### config.mk
export PLATFORM = sky130hd
export DESIGN_NAME = fetch_unit
export DESIGN_NICKNAME = d
export VERILOG_FILES = /design/src/rtl/cpu_pkg.sv /design/src/rtl/pc_counter.sv /design/src/rtl/fetch_unit.sv
export SDC_FILE = /design/constraint.sdc
export NUM_CORES = 1
export LEC_CHECK = 0
export ABC_AREA = 1
export CAP_MARGIN = 10
export CORE_MARGIN = 3
export CORE_UTILIZATION = 35
export CTS_CLUSTER_DIAMETER = 80
export DETAILED_ROUTE_END_ITERATION = 10
export PLACE_DENSITY_LB_ADDON = 0.1
export RECOVER_POWER = 50
export REMOVE_ABC_BUFFERS = 1
export SYNTH_ARGS = -nofsm -noshare
export SYNTH_HDL_FRONTEND = slang
export SYNTH_SLANG_ARGS = --single-unit
### constraint.sdc
create_clock -name clk -period 1.69 [get_ports clk]
set_input_delay 0.507 -clock clk [delete_from_list [all_inputs] [get_ports clk]]
set_output_delay 0.507 -clock clk [all_outputs]
set_load 0.02 [all_outputs]
### src/rtl/cpu_pkg.sv
// Shared CPU definitions: bus/address widths and the opcode set used by
// the fetch unit and the controller.
package cpu_pkg;

    localparam int DW = 8;
    localparam int AW = 13;
    localparam int IW = DW + DW;
    localparam int OPW = IW - AW;

    typedef enum logic [2:0] {
        HLT = 3'b000,
        SKZ = 3'b001,
        ADD = 3'b010,
        AND = 3'b011,
        XOR = 3'b100,
        LDA = 3'b101,
        STO = 3'b110,
        JMP = 3'b111
    } opcode_e;

endpackage

### src/rtl/pc_counter.sv
// Program counter: load from the IR address field, increment with silent
// wrap, and freeze once the processor has halted.
module pc_counter
    import cpu_pkg::*;
#(
    parameter int AW = cpu_pkg::AW
) (
    input  logic          clk,
    input  logic          rst,
    input  logic          freeze_i,
    input  logic          ld_i,
    input  logic          inc_i,
    input  logic [AW-1:0] ld_val_i,
    output logic [AW-1:0] pc_o
);

    logic [AW-1:0] pc_q;
    logic [AW-1:0] pc_d;

    // A load takes priority over an increment.
    always_comb begin
        pc_d = pc_q;
        if (!freeze_i) begin
            if (ld_i) begin
                pc_d = ld_val_i;
            end else if (inc_i) begin
                pc_d = pc_q + AW'(1);
            end
        end
    end

    always_ff @(posedge clk or posedge rst) begin
        if (rst) begin
            pc_q <= '0;
        end else begin
            pc_q <= pc_d;
        end
    end

    assign pc_o = pc_q;

endmodule

### src/rtl/fetch_unit.sv
// Two-byte instruction fetch: assembles the IR high byte then low byte,
// tracks halt and partial-fetch status, and muxes the memory address.
module fetch_unit
    import cpu_pkg::*;
#(
    parameter int DW = cpu_pkg::DW,
    parameter int AW = cpu_pkg::AW
) (
    input  logic          clk,
    input  logic          rst,
    input  logic [DW-1:0] data,
    input  logic          ld_ir,
    input  logic          inc_pc,
    input  logic          ld_pc,
    input  logic          sel,
    input  logic          halt,
    output logic [2:0]    opcode,
    output logic [AW-1:0] ir_addr,
    output logic [AW-1:0] pc,
    output logic [AW-1:0] addr,
    output logic          ir_valid,
    output logic          halted,
    output logic          fetch_err
);

    localparam int IWL = DW + DW;

    logic [IWL-1:0] ir_q;
    logic [IWL-1:0] ir_d;
    logic           phase_q;
    logic           phase_d;
    logic           ir_valid_q;
    logic           ir_valid_d;
    logic           halted_q;
    logic           halted_d;
    logic           fetch_err_q;
    logic           fetch_err_d;

    // Phase 0 expects the high byte, phase 1 the low byte; dropping ld_ir
    // in phase 1 abandons the instruction and flags the error.
    always_comb begin
        ir_d        = ir_q;
        phase_d     = phase_q;
        ir_valid_d  = 1'b0;
        fetch_err_d = fetch_err_q;
        halted_d    = halted_q | halt;
        if (!halted_q) begin
            if (ld_ir) begin
                if (!phase_q) begin
                    ir_d = {data, ir_q[DW-1:0]};
                end else begin
                    ir_d       = {ir_q[IWL-1:DW], data};
                    ir_valid_d = 1'b1;
                end
                phase_d = ~phase_q;
            end else if (phase_q) begin
                phase_d     = 1'b0;
                fetch_err_d = 1'b1;
            end
        end
    end

    always_ff @(posedge clk or posedge rst) begin
        if (rst) begin
            ir_q        <= '0;
            phase_q     <= 1'b0;
            ir_valid_q  <= 1'b0;
            halted_q    <= 1'b0;
            fetch_err_q <= 1'b0;
        end else begin
            ir_q        <= ir_d;
            phase_q     <= phase_d;
            ir_valid_q  <= ir_valid_d;
            halted_q    <= halted_d;
            fetch_err_q <= fetch_err_d;
        end
    end

    // The PC sees the pre-update IR address, so a simultaneous IR load
    // does not affect the jump target.
    pc_counter #(
        .AW(AW)
    ) u_pc_counter (
        .clk      (clk),
        .rst      (rst),
        .freeze_i (halted_q),
        .ld_i     (ld_pc),
        .inc_i    (inc_pc),
        .ld_val_i (ir_q[AW-1:0]),
        .pc_o     (pc)
    );

    assign opcode    = ir_q[IWL-1:AW];
    assign ir_addr   = ir_q[AW-1:0];
    assign addr      = sel ? pc : ir_addr;
    assign ir_valid  = ir_valid_q;
    assign halted    = halted_q;
    assign fetch_err = fetch_err_q;

endmodule

==> impl_metrics.tcl <==
set metrics [dict create \
    status "finished clean" \
    ys_warn_count 0 \
    switching_share 0.3088 \
    worstMarginPinSlew_ps 833.8 \
    cts_hold_buf 0 \
    clockRootBuffer "clkbuf_8" \
    instances_no_fill 416 \
    drv_cap 0 \
    grt_pass1_vias 1897 \
    p_int_mw 1.627 \
    syn_area_mm2 0.001769 \
    crit_path_end_kind "output port" \
    cts_tree "done" \
    synth-edff-count 0 \
    min_period_ps 1688 \
    timing.final.crit_share 0.9990 \
    clk_path_buf_depth 2 \
    die_w_um 77.10 \
    netlist.area_leader.share 0.4668 \
    die-area_mm2 0.005944 \
    yosysUniqueCellTypes 24 \
    vias_per_cell 4.584 \
    hold_viol_final 0 \
    cts.htree.levels 2 \
    io_pins 60 \
    syn_area_per_cell_um2 7.402 \
    fin_area_mm2 0.002888 \
    ant_nets 0 \
    cts_num_sinks 33 \
    power_frac_clock 0.340 \
    drc 0 \
    totalPowerFinal_mw 2.354 \
    dp.cells 404 \
    place_hpwl_um 3796 \
    synth_area_leader_cell "dfrtp_1" \
    grt.overflow.total 0 \
    path_clk_slew_ps 80 \
    fp.dieH_um 77.10 \
    rsz0062_at_grt "yes" \
    drt_pass1_iterations 4 \
    slew_viol_final 0 \
    power_per_cell_area_mw_per_mm2 815.0 \
    fillers 488 \
    leakage_nw 1.511 \
    place_area_mm2 0.002784 \
    place.port_buffers 59 \
    gp_congestion 0.7856 \
    finalSetupTns_ps 0 \
    finalSetupViolations 0 \
    grt_pass1_wl_um 9018 \
    yosysSeqAreaShare 0.4668 \
    holdCritPathClass "flip-flop to flip-flop" \
    fin_nets 364 \
    p_switching_uw 726.7 \
    core_mm2 0.004817 \
    start_kind "primary input" \
    yosys-top-cells-area "dfrtp_1 (47%), nand2_1 (15%), o21ai_0 (10%)" \
    ys_top_cells_by_count "nand2_1 (70), o21ai_0 (37), dfrtp_1 (33), inv_1 (33)" \
    synthCells 239 \
    initial_core_util 0.3673 \
    grt_max_degree 34 \
    seqPwrFrac 0.378 \
    crit_arrival_ps 1180 \
    combPwrFrac 0.282 \
    num_vias 1907 \
    worstPathRequired_ps 1180 \
    synth_ff_type "dfrtp_1" \
    cts_buffers 5 \
    max_freq_mhz 592.3 \
    grtUsageTotal 0.1885 \
    drt_iter0_markers 118 \
    n_antenna_cell 0 \
    ys_seq_elements 33 \
    critical_path_class "primary input to output port" \
    clkLatencyLatePin_ps 290 \
    skew_ps 5.817 \
    maxSlewHeadroom 0.4441 \
    synthArstFlopShare 1.000 \
    crit_fanout 6 \
    syn2layout_area_growth_pct 63.22 \
    final_util 0.5995 \
    drive_above_1_share 0.2378 \
    synth.most_common_cell "nand2_1" \
    wirelength_um 5285 \
    rows 25 \
    peakVddDrop_v 0.0004494 \
    antenna_found_initial 0 \
    post_drt_wl_per_cell_um 12.70 \
]
routing by layer:
layer	global-route usage	part of all wire	routed length (um)
met5	0	0	0
met4	0.06584	0.023	124
met2	0.2988	0.46	2415
met1	0.2565	0.48	2511
met3	0.03756	0.044	234
state kept, by name, summed over array words and instances, names as in the netlist:
signal,flops
fetch_err,1
halted,1
ir_q,16
ir_valid,1
phase_q,1
u_pc_counter.pc_o,13
final cells by class:
cell class                 count  area [um^2]  area share
tap                           67        83.83     0.02903
inverter                      35        131.4     0.04549
clock inverter                 2        37.54     0.01300
timing repair buffer         111        942.2      0.3263
sequential                    33        825.8      0.2860
clock buffer                   6        82.58     0.02860
multi-input combinational    162        784.5      0.2717
power by group through the flow:
stage | sequential [mW] | combinational, mW | clock, mW
2_1_floorplan | 1.00 | 0.205 | 0
3_3_place_gp | 0.904 | 0.699 | 0
3_5_place_dp | 0.906 | 0.704 | 0
4_1_cts | 0.890 | 0.651 | 0.808
5_1_grt | 0.899 | 0.725 | 0.828
6_report | 0.889 | 0.664 | 0.800
kinds of logic after synthesis:
kind of cell               Yosys count  synth area share
DFF                                 33            0.4668
muxes                                1          0.006364
and+or+nand+nor                    102            0.2511
adders and majority gates            1          0.007071
AOI/OAI and AO/OA                   58            0.1690
buffers and inverters               44           0.09972
cell usage in the layout (no fill, tap or decap), drive strengths merged, types with 2 or more instances in the layout:
| cell | instances |
|---|---|
| dlygate4sd3 | 3 |
| nand4 | 5 |
| nand3 | 14 |
| nor2 | 10 |
| clkdlybuf4s50 | 9 |
| inv | 35 |
| o21bai | 2 |
| a21oi | 14 |
| dfrtp | 33 |
| clkdlybuf4s15 | 3 |
| buf | 61 |
| nand2 | 71 |
| dlygate4sd2 | 29 |
| clkbuf | 11 |
| o21ai | 40 |
final timing paths:
path,startpoint,to,slack (ps),cells past startpoint
min reg2reg,fetch_err,fetch_err,480,1
min in group asynchronous,rst,ir_q[15],890,3
max reg2reg,u_pc_counter.pc_o[1],u_pc_counter.pc_o[8],260,7
max in group asynchronous,rst,ir_q[8],270,3
max,sel,addr[1],2,4
min,fetch_err,fetch_err,480,1
critical path: stages:
cell and delay (ps):
buf_12 110, buf_12 130, mux2_4 300, buf_6 130
what timing repair did:
item / 4_1_cts / 5_1_grt
pin swaps: 0 / 0
gates resized for setup: 108 / 13
buffers inserted: 0 / 2
gates cloned: 1 / 1
endpoints found under the setup margin: 45 / 9
stage by stage:
step                hold slack, ps  setup WS, ps
detailed placement           468.9        -876.5
finish                       479.7         1.667
CTS                          483.5        -93.98
floorplan                    523.2         140.3
global route                 498.7        -7.902
global placement             465.7        -867.6
(Power assumes the default switching activity.)
